$ cat src/rtl/pic_pkg.sv
// Shared definitions for the 8259-style acknowledge path: IR count, handshake
// states and the fixed-priority (IR0 highest) bit picker.
package pic_pkg;

    localparam int unsigned IR_COUNT = 8;

    typedef enum logic [1:0] {
        ST_IDLE,
        ST_ACK1,
        ST_WAIT2,
        ST_ACK2
    } ack_state_t;

    // Lowest set index wins; returns 7 when nothing is set.
    function automatic logic [2:0] highest_priority(input logic [IR_COUNT-1:0] v);
        logic [2:0] idx;
        logic       hit;
        idx = 3'd7;
        hit = 1'b0;
        for (int unsigned i = 0; i < IR_COUNT; i++) begin
            if (v[i] && !hit) begin
                idx = 3'(i);
                hit = 1'b1;
            end
        end
        return idx;
    endfunction

endpackage

$ cat src/rtl/interrupt_ack_sequencer_if.sv
// Bus between PIC control/request logic (master) and the acknowledge sequencer (slave).
// aeoi_mode exists only when PIC_AEOI_EN is defined.
interface interrupt_ack_sequencer_if;
    import pic_pkg::*;

    logic [IR_COUNT-1:0] interrupt_req_register;
    logic [IR_COUNT-1:0] interrupt_mask;
    logic [4:0]          vector_base;
    logic                inta_n;
    logic                eoi_nonspecific;
    logic                eoi_specific;
    logic [2:0]          eoi_level;
`ifdef PIC_AEOI_EN
    logic                aeoi_mode;
`endif
    logic                int_out;
    logic                freeze;
    logic [IR_COUNT-1:0] clear_interrupt_req;
    logic [IR_COUNT-1:0] in_service_register;
    logic [7:0]          vector_out;
    logic                vector_valid;

    modport master (
`ifdef PIC_AEOI_EN
        output aeoi_mode,
`endif
        output interrupt_req_register, interrupt_mask, vector_base, inta_n,
        output eoi_nonspecific, eoi_specific, eoi_level,
        input  int_out, freeze, clear_interrupt_req, in_service_register,
        input  vector_out, vector_valid
    );

    modport slave (
`ifdef PIC_AEOI_EN
        input  aeoi_mode,
`endif
        input  interrupt_req_register, interrupt_mask, vector_base, inta_n,
        input  eoi_nonspecific, eoi_specific, eoi_level,
        output int_out, freeze, clear_interrupt_req, in_service_register,
        output vector_out, vector_valid
    );

endinterface

$ cat src/rtl/priority_resolver.sv
// Combinational fully-nested priority: highest unmasked request strictly above
// the highest-priority in-service level.
module priority_resolver
    import pic_pkg::*;
(
    input  logic [IR_COUNT-1:0] i_irr,
    input  logic [IR_COUNT-1:0] i_mask,
    input  logic [IR_COUNT-1:0] i_isr,
    output logic                o_found,
    output logic [2:0]          o_level
);

    logic [2:0]          w_isr_top;
    logic [IR_COUNT-1:0] w_allowed;
    logic [IR_COUNT-1:0] w_serviceable;

    always_comb begin
        w_isr_top = highest_priority(i_isr);
        w_allowed = '0;
        for (int unsigned i = 0; i < IR_COUNT; i++) begin
            w_allowed[i] = (i_isr == '0) || (3'(i) < w_isr_top);
        end
        w_serviceable = i_irr & ~i_mask & w_allowed;
    end

    assign o_found = |w_serviceable;
    assign o_level = highest_priority(w_serviceable);

endmodule

$ cat src/rtl/interrupt_ack_sequencer.sv
// 8259-style acknowledge sequencer: raises INT, runs the two-pulse INTA handshake,
// maintains ISR and services EOIs. Define PIC_AEOI_EN for automatic EOI support.
module interrupt_ack_sequencer
    import pic_pkg::*;
(
    input  logic                       clk,
    input  logic                       rst_n,
    interrupt_ack_sequencer_if.slave   ack_bus
);

    ack_state_t          r_state;
    ack_state_t          w_state_next;
    logic                r_inta_prev;
    logic [2:0]          r_level;
    logic [IR_COUNT-1:0] r_isr;
    logic [IR_COUNT-1:0] r_clear;
    logic                r_int_out;
    logic                r_freeze;
    logic [7:0]          r_vector_out;
    logic                r_vector_valid;
`ifdef PIC_AEOI_EN
    logic                r_spurious;
`endif

    logic                w_fall;
    logic                w_rise;
    logic                w_found;
    logic [2:0]          w_res_level;
    logic                w_ack_start;
    logic                w_vector_load;
    logic                w_ack_done;
    logic [IR_COUNT-1:0] w_isr_clr;
    logic [IR_COUNT-1:0] w_isr_set;
    logic [IR_COUNT-1:0] w_isr_next;

    assign w_fall = !ack_bus.inta_n &&  r_inta_prev;
    assign w_rise =  ack_bus.inta_n && !r_inta_prev;

    priority_resolver u_resolver (
        .i_irr   (ack_bus.interrupt_req_register),
        .i_mask  (ack_bus.interrupt_mask),
        .i_isr   (r_isr),
        .o_found (w_found),
        .o_level (w_res_level)
    );

    always_comb begin
        w_state_next  = r_state;
        w_ack_start   = 1'b0;
        w_vector_load = 1'b0;
        w_ack_done    = 1'b0;
        case (r_state)
            ST_IDLE: if (w_fall) begin
                w_state_next = ST_ACK1;
                w_ack_start  = 1'b1;
            end
            ST_ACK1: if (w_rise) w_state_next = ST_WAIT2;
            ST_WAIT2: if (w_fall) begin
                w_state_next  = ST_ACK2;
                w_vector_load = 1'b1;
            end
            ST_ACK2: if (w_rise) begin
                w_state_next = ST_IDLE;
                w_ack_done   = 1'b1;
            end
            default: w_state_next = ST_IDLE;
        endcase
    end

    // EOI acts on the pre-update ISR; a same-cycle acknowledge set lands on top of the clear.
    always_comb begin
        w_isr_clr = '0;
        w_isr_set = '0;
        if (ack_bus.eoi_specific) begin
            w_isr_clr[ack_bus.eoi_level] = 1'b1;
        end else if (ack_bus.eoi_nonspecific && (r_isr != '0)) begin
            w_isr_clr[highest_priority(r_isr)] = 1'b1;
        end
`ifdef PIC_AEOI_EN
        if (w_ack_done && ack_bus.aeoi_mode && !r_spurious) begin
            w_isr_clr[r_level] = 1'b1;
        end
`endif
        if (w_ack_start && w_found) begin
            w_isr_set[w_res_level] = 1'b1;
        end
        w_isr_next = (r_isr & ~w_isr_clr) | w_isr_set;
    end

    always_ff @(posedge clk) begin
        if (!rst_n) begin
            r_state        <= ST_IDLE;
            r_inta_prev    <= 1'b1;
            r_level        <= '0;
            r_isr          <= '0;
            r_clear        <= '0;
            r_int_out      <= 1'b0;
            r_freeze       <= 1'b0;
            r_vector_out   <= '0;
            r_vector_valid <= 1'b0;
`ifdef PIC_AEOI_EN
            r_spurious     <= 1'b0;
`endif
        end else begin
            r_state     <= w_state_next;
            r_inta_prev <= ack_bus.inta_n;
            r_isr       <= w_isr_next;
            r_clear     <= w_isr_set;
            r_int_out   <= (w_state_next == ST_IDLE) && w_found;
            r_freeze    <= (w_state_next != ST_IDLE);
            if (w_ack_start) begin
                r_level    <= w_found ? w_res_level : 3'd7;
`ifdef PIC_AEOI_EN
                r_spurious <= !w_found;
`endif
            end
            if (w_vector_load) begin
                r_vector_out   <= {ack_bus.vector_base, r_level};
                r_vector_valid <= 1'b1;
            end else if (w_ack_done) begin
                r_vector_valid <= 1'b0;
            end
        end
    end

    assign ack_bus.int_out             = r_int_out;
    assign ack_bus.freeze              = r_freeze;
    assign ack_bus.clear_interrupt_req = r_clear;
    assign ack_bus.in_service_register = r_isr;
    assign ack_bus.vector_out          = r_vector_out;
    assign ack_bus.vector_valid        = r_vector_valid;

endmodule

$ cat src/flat_wrapper.sv
// flat-port wrapper written by rule: the top's interface ports become plain ports
module interrupt_ack_sequencer_flat import pic_pkg::*;
  (clk, rst_n, ack_bus_interrupt_req_register, ack_bus_interrupt_mask, ack_bus_vector_base, ack_bus_inta_n, ack_bus_eoi_nonspecific, ack_bus_eoi_specific, ack_bus_eoi_level, ack_bus_int_out, ack_bus_freeze, ack_bus_clear_interrupt_req, ack_bus_in_service_register, ack_bus_vector_out, ack_bus_vector_valid);
  interrupt_ack_sequencer_if ack_bus_i ();
  input  logic clk;
  input  logic rst_n;
  input wire logic [$bits(ack_bus_i.interrupt_req_register)-1:0] ack_bus_interrupt_req_register;
  input wire logic [$bits(ack_bus_i.interrupt_mask)-1:0] ack_bus_interrupt_mask;
  input wire logic [$bits(ack_bus_i.vector_base)-1:0] ack_bus_vector_base;
  input wire logic [$bits(ack_bus_i.inta_n)-1:0] ack_bus_inta_n;
  input wire logic [$bits(ack_bus_i.eoi_nonspecific)-1:0] ack_bus_eoi_nonspecific;
  input wire logic [$bits(ack_bus_i.eoi_specific)-1:0] ack_bus_eoi_specific;
  input wire logic [$bits(ack_bus_i.eoi_level)-1:0] ack_bus_eoi_level;
  output wire logic [$bits(ack_bus_i.int_out)-1:0] ack_bus_int_out;
  output wire logic [$bits(ack_bus_i.freeze)-1:0] ack_bus_freeze;
  output wire logic [$bits(ack_bus_i.clear_interrupt_req)-1:0] ack_bus_clear_interrupt_req;
  output wire logic [$bits(ack_bus_i.in_service_register)-1:0] ack_bus_in_service_register;
  output wire logic [$bits(ack_bus_i.vector_out)-1:0] ack_bus_vector_out;
  output wire logic [$bits(ack_bus_i.vector_valid)-1:0] ack_bus_vector_valid;
  assign ack_bus_i.interrupt_req_register = ack_bus_interrupt_req_register;
  assign ack_bus_i.interrupt_mask = ack_bus_interrupt_mask;
  assign ack_bus_i.vector_base = ack_bus_vector_base;
  assign ack_bus_i.inta_n = ack_bus_inta_n;
  assign ack_bus_i.eoi_nonspecific = ack_bus_eoi_nonspecific;
  assign ack_bus_i.eoi_specific = ack_bus_eoi_specific;
  assign ack_bus_i.eoi_level = ack_bus_eoi_level;
  assign ack_bus_int_out = ack_bus_i.int_out;
  assign ack_bus_freeze = ack_bus_i.freeze;
  assign ack_bus_clear_interrupt_req = ack_bus_i.clear_interrupt_req;
  assign ack_bus_in_service_register = ack_bus_i.in_service_register;
  assign ack_bus_vector_out = ack_bus_i.vector_out;
  assign ack_bus_vector_valid = ack_bus_i.vector_valid;
  interrupt_ack_sequencer u_core (.clk(clk), .rst_n(rst_n), .ack_bus(ack_bus_i));
endmodule
$ cat config.mk
export PLATFORM = sky130hd
export DESIGN_NAME = interrupt_ack_sequencer_flat
export DESIGN_NICKNAME = d
export VERILOG_FILES = /design/src/rtl/pic_pkg.sv /design/src/rtl/interrupt_ack_sequencer_if.sv /design/src/rtl/priority_resolver.sv /design/src/rtl/interrupt_ack_sequencer.sv /design/src/flat_wrapper.sv
export SDC_FILE = /design/constraint.sdc
export NUM_CORES = 1
export LEC_CHECK = 0
export ABC_AREA = 1
export CAP_MARGIN = 20
export CORE_MARGIN = 1.5
export CORE_UTILIZATION = 47
export CTS_CLUSTER_DIAMETER = 50
export DETAILED_ROUTE_END_ITERATION = 16
export PLACE_DENSITY = 0.9
export SYNTH_ARGS = -nofsm -noshare
export SYNTH_HDL_FRONTEND = slang
export SYNTH_SLANG_ARGS = --single-unit
$ cat constraint.sdc
create_clock -name clk -period 2.3 [get_ports clk]
set_clock_uncertainty 0.15 [all_clocks]
set_input_delay 0.23 -clock clk [delete_from_list [all_inputs] [get_ports clk]]
set_output_delay 0.23 -clock clk [all_outputs]
set_load 0.005 [all_outputs]
==> Implementation_results.wiki, run 1 <==
{| class="wikitable"
! Metric !! Value
|-
| Run status || finished, final reports clean
|-
| Data required time at the worst endpoint || roughly 2400 ps
|-
| Clock Sinks || 33
|-
| Number of gates resized after cts || 0
|-
| Worst min-delay path class || reg -> reg
|-
| Antenna violations before repair || 0
|-
| End point of the critical path || u_core.ack_bus.in_service_register[7]
|-
| Count of endpoints failing hold in the final timing report || 0
|-
| Total track usage || 22.6%
|-
| Buffer count from post-CTS setup fixing || 0
|-
| Seq/Total Area, Yosys || approximately two fifths
|-
| Mapped Cells || 220
|-
| Largest net degree at the start of global routing || 12
|-
| Leak pwr || between 0.9 and 1 nW
|-
| Number of antenna diodes || 0
|-
| Complex-gate fraction of the synthesized area || 9.08%
|-
| I/O pin cnt || 56
|-
| Global placement routability congestion || approximately 0.85
|-
| Y dimension of the die || between 60 and 70 um
|-
| Initial Util || between 50% and 60%
|-
| Die X || 61.1 um
|-
| Max Root-Sink Buffers || 2
|-
| Std-Cell Rows || 20
|-
| Reg-to-reg startpoint || u_core.ack_bus.in_service_register[0]
|-
| Area fraction in and, or, nand and nor cells after synthesis || approximately 40%
|-
| Mapped Nets || around 250
|-
| Standard cell core area || approximately 3100 um2
|-
| CP startpoint kind || flop
|-
| Sequential share of power || roughly 46%
|-
| Reported max-cap violation count || 0
|-
| Crit Path Max Fanout || 7
|-
| DRC marker count from the first detailed-route iteration || between 40 and 50
|-
| Overall die area || 3730 um2
|-
| Number of antenna-violating nets in the routed design || 0
|-
| Logic depth of the worst register-to-register path || 11
|-
| Maximum achievable frequency || between 500 and 600 MHz
|-
| Leading post-synthesis cells by cell area || sky130_fd_sc_hd__dfxtp_1, sky130_fd_sc_hd__nor2_1, sky130_fd_sc_hd__inv_1
|-
| TritonCTS clock tree || built
|-
| Number of warnings printed during yosys synthesis || 0
|-
| Count of final max-slew check failures || 0
|-
| Worst rel slew slack || a little over two thirds
|-
| Number of enable-type register cells in the synthesized netlist || 0
|-
| Synthesized flop and latch total || 33
|-
| Number of global-route vias before repair || around 1400
|-
| Area after DPL || roughly 2200 um2
|-
| Startpoint-to-endpoint class of the critical path || reg -> reg
|-
| Setup TNS after final layout || 0 ps
|-
| Setup violations, final || 0
|-
| Combinational family with the most area after synthesis || simple AND/OR/NAND/NOR gates
|-
| Number of distinct library cell variants in the gate-level netlist after synthesis || 26
|-
| Worst ir drop on vdd || around 0.43 mV
|-
| Finished layout cell area || about 2300 um2
|-
| Number of buffers inserted during clock tree synthesis || 5
|-
| Cell taking the most area after synthesis || sky130_fd_sc_hd__dfxtp_1
|-
| Cell area after technology mapping || ~1600 um2
|-
| H-tree depth || 2
|-
| List of most frequent post-synthesis cells || sky130_fd_sc_hd__nor2_1, sky130_fd_sc_hd__dfxtp_1, sky130_fd_sc_hd__inv_1
|-
| Total wire length || around 3.8 mm
|-
| Most common flop cell mapped by yosys || sky130_fd_sc_hd__dfxtp_1
|-
| XOR/XNOR Fraction of Synth Area || 0%
|-
| Switching power share of the total || 26.3%
|-
| Sw power || between 0.3 and 0.4 mW
|-
| Critical Path Start || u_core.ack_bus.in_service_register[0]
|-
| Number of hold buffers added after CTS || 0
|-
| DP Wirelength || approximately 3.0 mm
|-
| Worst Tran Pin Value || 439 ps
|-
| Internal || 0.972 mW
|-
| Layout overhead on the synthesized area || 43.6%
|-
| Synthesized area per cell || 7.21 um2
|-
| First-pass GRT wire length || 6.22 mm
|-
| Average routed wire per standard cell || around 12 um
|-
| Area share of the largest cell type after synthesis || 41.7%
|-
| Share of flip-flops with an asynchronous set or reset || 0%
|-
| Library cell with the highest instance count after synthesis || sky130_fd_sc_hd__nor2_1
|-
| Remaining design rule violation count || 0
|-
| Kind of end point of the critical path || flop
|-
| Portion of total power attributed to the clock network || about a third
|-
| Final worst-path cycle share || a little over 80%
|-
| Final-stage net count || 311
|-
| DR pass1 iterations || 6
|-
| R2R setup slack || slightly above 400 ps
|-
| Unrepaired setup endpoints after global routing || no
|-
| Final-layout fill cell count || approximately 260
|-
| Fraction of layout cells with a size suffix above 1 || 11.7%
|-
| Clk root buf || sky130_fd_sc_hd__clkbuf_4
|-
| Multiplexer area fraction after synthesis || 0%
|-
| Power per cell area || between 500 and 600 nW/um2
|-
| Leftover overflow at the end of global routing || 0
|-
| Fin crit period || roughly 1900 ps
|-
| Clock transition at the registers of the reported paths || ~100 ps
|-
| Port buffer count || 55
|-
| Endpoint of the worst-slack reg-to-reg timing path || u_core.ack_bus.in_service_register[7]
|-
| Vias per cell || approximately 4.9
|-
| Worst path arrival time || roughly 2000 ps
|-
| Area share of fa/ha/maj cells after synthesis || 0%
|-
| Part of the total power dissipated in combinational logic || 19.8%
|-
| Total vias in the final route || ~1600
|-
| Insertion delay of the later-clocked pin in the worst-skew pair || roughly 340 ps
|}
how the worst min path moves through the flow:
| stage | from | to | slack (ps) | cells past startpoint |
|---|---|---|---|---|
| after floorplan | ack_bus_inta_n | u_core.r_inta_prev | 190 | 1 |
| after global placement | u_core.ack_bus.vector_valid | u_core.ack_bus.vector_valid | 310 | 2 |
| after global routing | u_core.ack_bus.vector_out[2] | u_core.ack_bus.vector_out[2] | 360 | 2 |
| after CTS | u_core.ack_bus.vector_valid | u_core.ack_bus.vector_valid | 340 | 2 |
| final | u_core.ack_bus.vector_out[1] | u_core.ack_bus.vector_out[1] | 340 | 2 |
| after detailed placement | u_core.ack_bus.vector_out[1] | u_core.ack_bus.vector_out[1] | 320 | 2 |
power groups by stage:
stage               clock network [mW]  logic, mW  registers, mW
floorplan                            0      0.149          0.618
global placement                     0      0.253          0.618
detailed placement                   0      0.259          0.620
CTS                              0.456      0.261          0.606
global route                     0.482      0.290          0.609
finish                           0.451      0.262          0.606
metal layers:
metal  vias to the layer above  global-route usage, %  part of all wire, %
li1                        832                      -                    -
met1                       711                   26.7                   41
met2                        66                   38.1                   50
met3                         9                   8.82                  7.0
met4                         0                   6.52                  1.2
met5                         -                      0                    0
state kept, by name, summed over array words and instances, names as in the netlist:
signal / flops
u_core.ack_bus.clear_interrupt_req: 8
u_core.r_level: 3
u_core.r_inta_prev: 1
u_core.ack_bus.in_service_register: 8
u_core.ack_bus.vector_out: 8
u_core.r_state: 2
u_core.ack_bus.int_out: 1
u_core.ack_bus.freeze: 1
u_core.ack_bus.vector_valid: 1
cell usage in the layout, fill, tap and decap left out, types with 2 or more instances in the layout:
master,Yosys,routed
sky130_fd_sc_hd__nor2_1,42,42
sky130_fd_sc_hd__inv_2,3,3
sky130_fd_sc_hd__nor3_1,2,2
sky130_fd_sc_hd__nand3b_1,2,2
sky130_fd_sc_hd__inv_1,32,32
sky130_fd_sc_hd__a21oi_1,11,11
sky130_fd_sc_hd__o21ai_0,13,13
sky130_fd_sc_hd__dfxtp_1,33,33
sky130_fd_sc_hd__nand3_2,2,2
sky130_fd_sc_hd__nand2_1,27,27
sky130_fd_sc_hd__clkbuf_4,0,5
sky130_fd_sc_hd__buf_4,0,3
sky130_fd_sc_hd__clkdlybuf4s50_1,0,55
sky130_fd_sc_hd__nand3_1,21,21
sky130_fd_sc_hd__nor2_4,4,4
sky130_fd_sc_hd__nand4_1,8,8
sky130_fd_sc_hd__nor2_2,6,6
sky130_fd_sc_hd__nand2_2,2,2
cells by family after synthesis:
group,Yosys count
flops,33
compound gates,27
simple gates,122
buf+inv,38
per-stage QoR:
stage	hold WS [ps]	power (mW)	setup slack (ps)	std cells	util (%)
global route	363	1.38	305	327	72.8
floorplan	187	0.767	693	220	-
global placement	309	0.871	285	319	70.1
finish	337	1.32	413	327	72.8
detailed placement	322	0.879	209	319	70.1
CTS	341	1.32	438	327	72.8
worst max-delay path, cell delays in order (launching register included):
cell,delay (ps)
sky130_fd_sc_hd__dfxtp_1,370
sky130_fd_sc_hd__nor2_4,250
sky130_fd_sc_hd__nand3_1,180
sky130_fd_sc_hd__nand2_1,120
sky130_fd_sc_hd__nor2_2,70
sky130_fd_sc_hd__nand2_1,100
sky130_fd_sc_hd__inv_1,70
sky130_fd_sc_hd__nor2_2,100
sky130_fd_sc_hd__nand2_2,100
sky130_fd_sc_hd__nor2_2,180
sky130_fd_sc_hd__nand2_1,90
sky130_fd_sc_hd__nand2_1,60
cell type report:
cell class                      instances  area [um2]  area share [%]
Multi-Input combinational cell        149         772            33.9
Timing Repair Buffer                   58         573            25.2
Clock buffer                            7        55.1            2.42
Inverter                               35         131            5.77
Tap cell                               44        55.1            2.42
Sequential cell                        33         661            29.0
Clock inverter                          1        30.0            1.32
Note: power is estimated with default switching activity, not from simulation.
==> run 2: changes to the inputs <==
--- a/config.mk
+++ b/config.mk
@@ -8,10 +8,10 @@
 export ABC_AREA = 1
 export CAP_MARGIN = 20
 export CORE_MARGIN = 1.5
-export CORE_UTILIZATION = 47
+export CORE_UTILIZATION = 44
 export CTS_CLUSTER_DIAMETER = 50
 export DETAILED_ROUTE_END_ITERATION = 16
-export PLACE_DENSITY = 0.9
+export PLACE_DENSITY = 0.86
 export SYNTH_ARGS = -nofsm -noshare
 export SYNTH_HDL_FRONTEND = slang
 export SYNTH_SLANG_ARGS = --single-unit
==> constraint.sdc (replaced) <==
create_clock -name clk -period 1.8 [get_ports clk]
set_clock_uncertainty 0.15 [all_clocks]
set_input_delay 0.18 -clock clk [delete_from_list [all_inputs] [get_ports clk]]
set_output_delay 0.18 -clock clk [all_outputs]
set_load 0.005 [all_outputs]
==> Implementation_results.wiki, run 2 (synthesis gave the netlist of run 1 again) <==
{| class="wikitable"
! Metric !! Value
|-
| Startpoint-to-endpoint class of the critical path || reg -> reg
|-
| Clock transition at the registers of the reported paths || ~110 ps
|-
| Initial Util || a little under half
|-
| Highest-count cells in the layout ignoring fill and taps || sky130_fd_sc_hd__clkdlybuf4s50_1, sky130_fd_sc_hd__nor2_1, sky130_fd_sc_hd__inv_1
|-
| Finished layout cell area || ~2500 um2
|-
| Number of antenna-violating nets in the routed design || 0
|-
| Insertion delay of the later-clocked pin in the worst-skew pair || 350 ps
|-
| CP startpoint kind || flop
|-
| Run status || finished with violations
|-
| Average routed wire per standard cell || 11.8 um
|-
| Final-layout fill cell count || ~250
|-
| Layout overhead on the synthesized area || 58.2%
|-
| Maximum achievable frequency || 549 MHz
|-
| Fin crit period || around 1800 ps
|-
| Antenna violations before repair || 0
|-
| Area after DPL || roughly 2300 um2
|-
| Largest net degree at the start of global routing || 12
|-
| Setup violations, final || 7
|-
| Commonest non-fill, non-tap cell in the layout || sky130_fd_sc_hd__clkdlybuf4s50_1
|-
| First-pass GRT wire length || roughly 6.9 mm
|-
| Max Root-Sink Buffers || 2
|-
| TritonCTS clock tree || built
|-
| Std-Cell Rows || 21
|-
| Total track usage || a little over a fifth
|-
| Count of endpoints failing hold in the final timing report || 0
|-
| DRC marker count from the first detailed-route iteration || 81
|-
| Worst path arrival time || roughly 1900 ps
|-
| Data required time at the worst endpoint || 1880 ps
|-
| Standard cell core area || approximately 3400 um2
|-
| Number of buffers inserted during clock tree synthesis || 5
|-
| Number of antenna diodes || 0
|-
| DP Wirelength || roughly 3.1 mm
|-
| Failing checks || negative setup slack
|-
| Worst rel slew slack || around three quarters
|-
| Unrepaired setup endpoints after global routing || yes
|-
| Leak pwr || roughly 1.1 nW
|-
| Reported max-cap violation count || 0
|-
| Multi-input combinational cell area || 831 um2
|-
| I/O pin cnt || 56
|-
| H-tree depth || 2
|-
| DR pass1 iterations || 4
|-
| Vias per cell || between 4 and 5
|-
| Final-stage net count || about 330
|-
| Final worst-path cycle share || 101%
|-
| Y dimension of the die || 63.0 um
|-
| Total wire length || roughly 4.1 mm
|-
| Port buffer count || 55
|-
| Power per cell area || 660 nW/um2
|-
| Global placement routability congestion || about 0.9
|-
| Final-layout worst hold slack || 322 ps
|-
| Number of global-route vias before repair || about 1600
|-
| Die X || about 63 um
|-
| Kind of end point of the critical path || flop
|-
| Clk root buf || sky130_fd_sc_hd__clkbuf_4
|-
| Count of final max-slew check failures || 0
|-
| Fraction of layout cells with a size suffix above 1 || 20.4%
|-
| Number of hold buffers added after CTS || 0
|-
| Overall die area || 3970 um2
|-
| Setup slack after layout || -20.6 ps
|-
| Crit Path Max Fanout || 7
|-
| Worst Tran Pin Value || ~360 ps
|-
| Worst ir drop on vdd || 0.378 mV
|-
| Remaining design rule violation count || 0
|-
| Worst min-delay path class || in -> reg
|-
| Leftover overflow at the end of global routing || 0
|-
| Clock Sinks || 33
|-
| Total vias in the final route || roughly 1700
|-
| Total area of sequential cells || between 600 and 700 um2
|}
## run 2: final cells by class
class | instances | area share [%]
Inverter | 35 | 5.24
Multi-Input combinational cell | 149 | 33.1
Clock buffer | 7 | 2.19
Tap cell | 46 | 2.29
Sequential cell | 33 | 26.6
Timing Repair Buffer | 80 | 30.6
## run 2: critical path: stages, from the launching register on
cell and delay (ps):
sky130_fd_sc_hd__dfxtp_4 380, sky130_fd_sc_hd__nor2_4 120, sky130_fd_sc_hd__buf_12 150, sky130_fd_sc_hd__nand2_8 70, sky130_fd_sc_hd__nor2_4 100, sky130_fd_sc_hd__nand4_1 170
sky130_fd_sc_hd__nand3b_1 260, sky130_fd_sc_hd__nand2_2 110, sky130_fd_sc_hd__nor2_2 60, sky130_fd_sc_hd__nand2_1 70, sky130_fd_sc_hd__nand2_1 50
## run 2: where the power goes
part	internal [mW]	switching [mW]	total, mW
Sequential	0.756	0.0162	0.772
Combinational	0.234	0.217	0.451
Clock	0.184	0.249	0.434
Total	1.17	0.483	1.66
## run 2: timing repair
| item | in CTS | in global routing |
|---|---|---|
| resized for setup | 2 | 14 |
| setup buffers | 2 | 3 |
| pin swaps | 2 | 6 |
| setup endpoints to repair | 11 | 17 |
## run 2: through the flow
step / setup slack [ps] / util (%) / instances / total power [mW] / setup TNS, ps
floorplan: 193 / - / 220 / 0.980 / 0
global placement: -82.9 / 68.5 / 338 / 1.17 / -670
detailed placement: -152 / 68.5 / 338 / 1.17 / -1160
CTS: 11.4 / 71.1 / 347 / 1.61 / 0
finish: -20.6 / 74.0 / 350 / 1.66 / -89.6
global route: -98.1 / 74.0 / 350 / 1.74 / -1080
## run 2: layer usage
layer,wire length [um],track usage [%],vias to the layer above,share of wire (%)
li1,-,-,883,-
met1,1880,26.8,770,45
met2,1970,35.9,67,47
met3,210,5.23,10,5.1
met4,85,9.72,0,2.1
met5,0,0,-,0
## run 2: worst paths after layout
check / start / endpoint / slack [ps] / cells past startpoint
worst max-delay path: u_core.ack_bus.in_service_register[0] / u_core.ack_bus.in_service_register[3] / -20 / 10
worst min-delay path: ack_bus_vector_base[1] / u_core.ack_bus.vector_out[4] / 320 / 3
worst max register to register: u_core.ack_bus.in_service_register[0] / u_core.ack_bus.in_service_register[3] / -20 / 10
worst min register to register: u_core.ack_bus.vector_valid / u_core.ack_bus.vector_valid / 330 / 2
==> run 3: changes to the inputs <==
--- a/config.mk
+++ b/config.mk
@@ -6,7 +6,7 @@
 export NUM_CORES = 1
 export LEC_CHECK = 0
 export ABC_AREA = 1
-export CAP_MARGIN = 20
+export ABC_CLOCK_PERIOD_IN_PS = 1800
 export CORE_MARGIN = 1.5
 export CORE_UTILIZATION = 44
 export CTS_CLUSTER_DIAMETER = 50
==> results of run 3 <==
The final DEF is identical to that of run 2; final timing and power are the same.
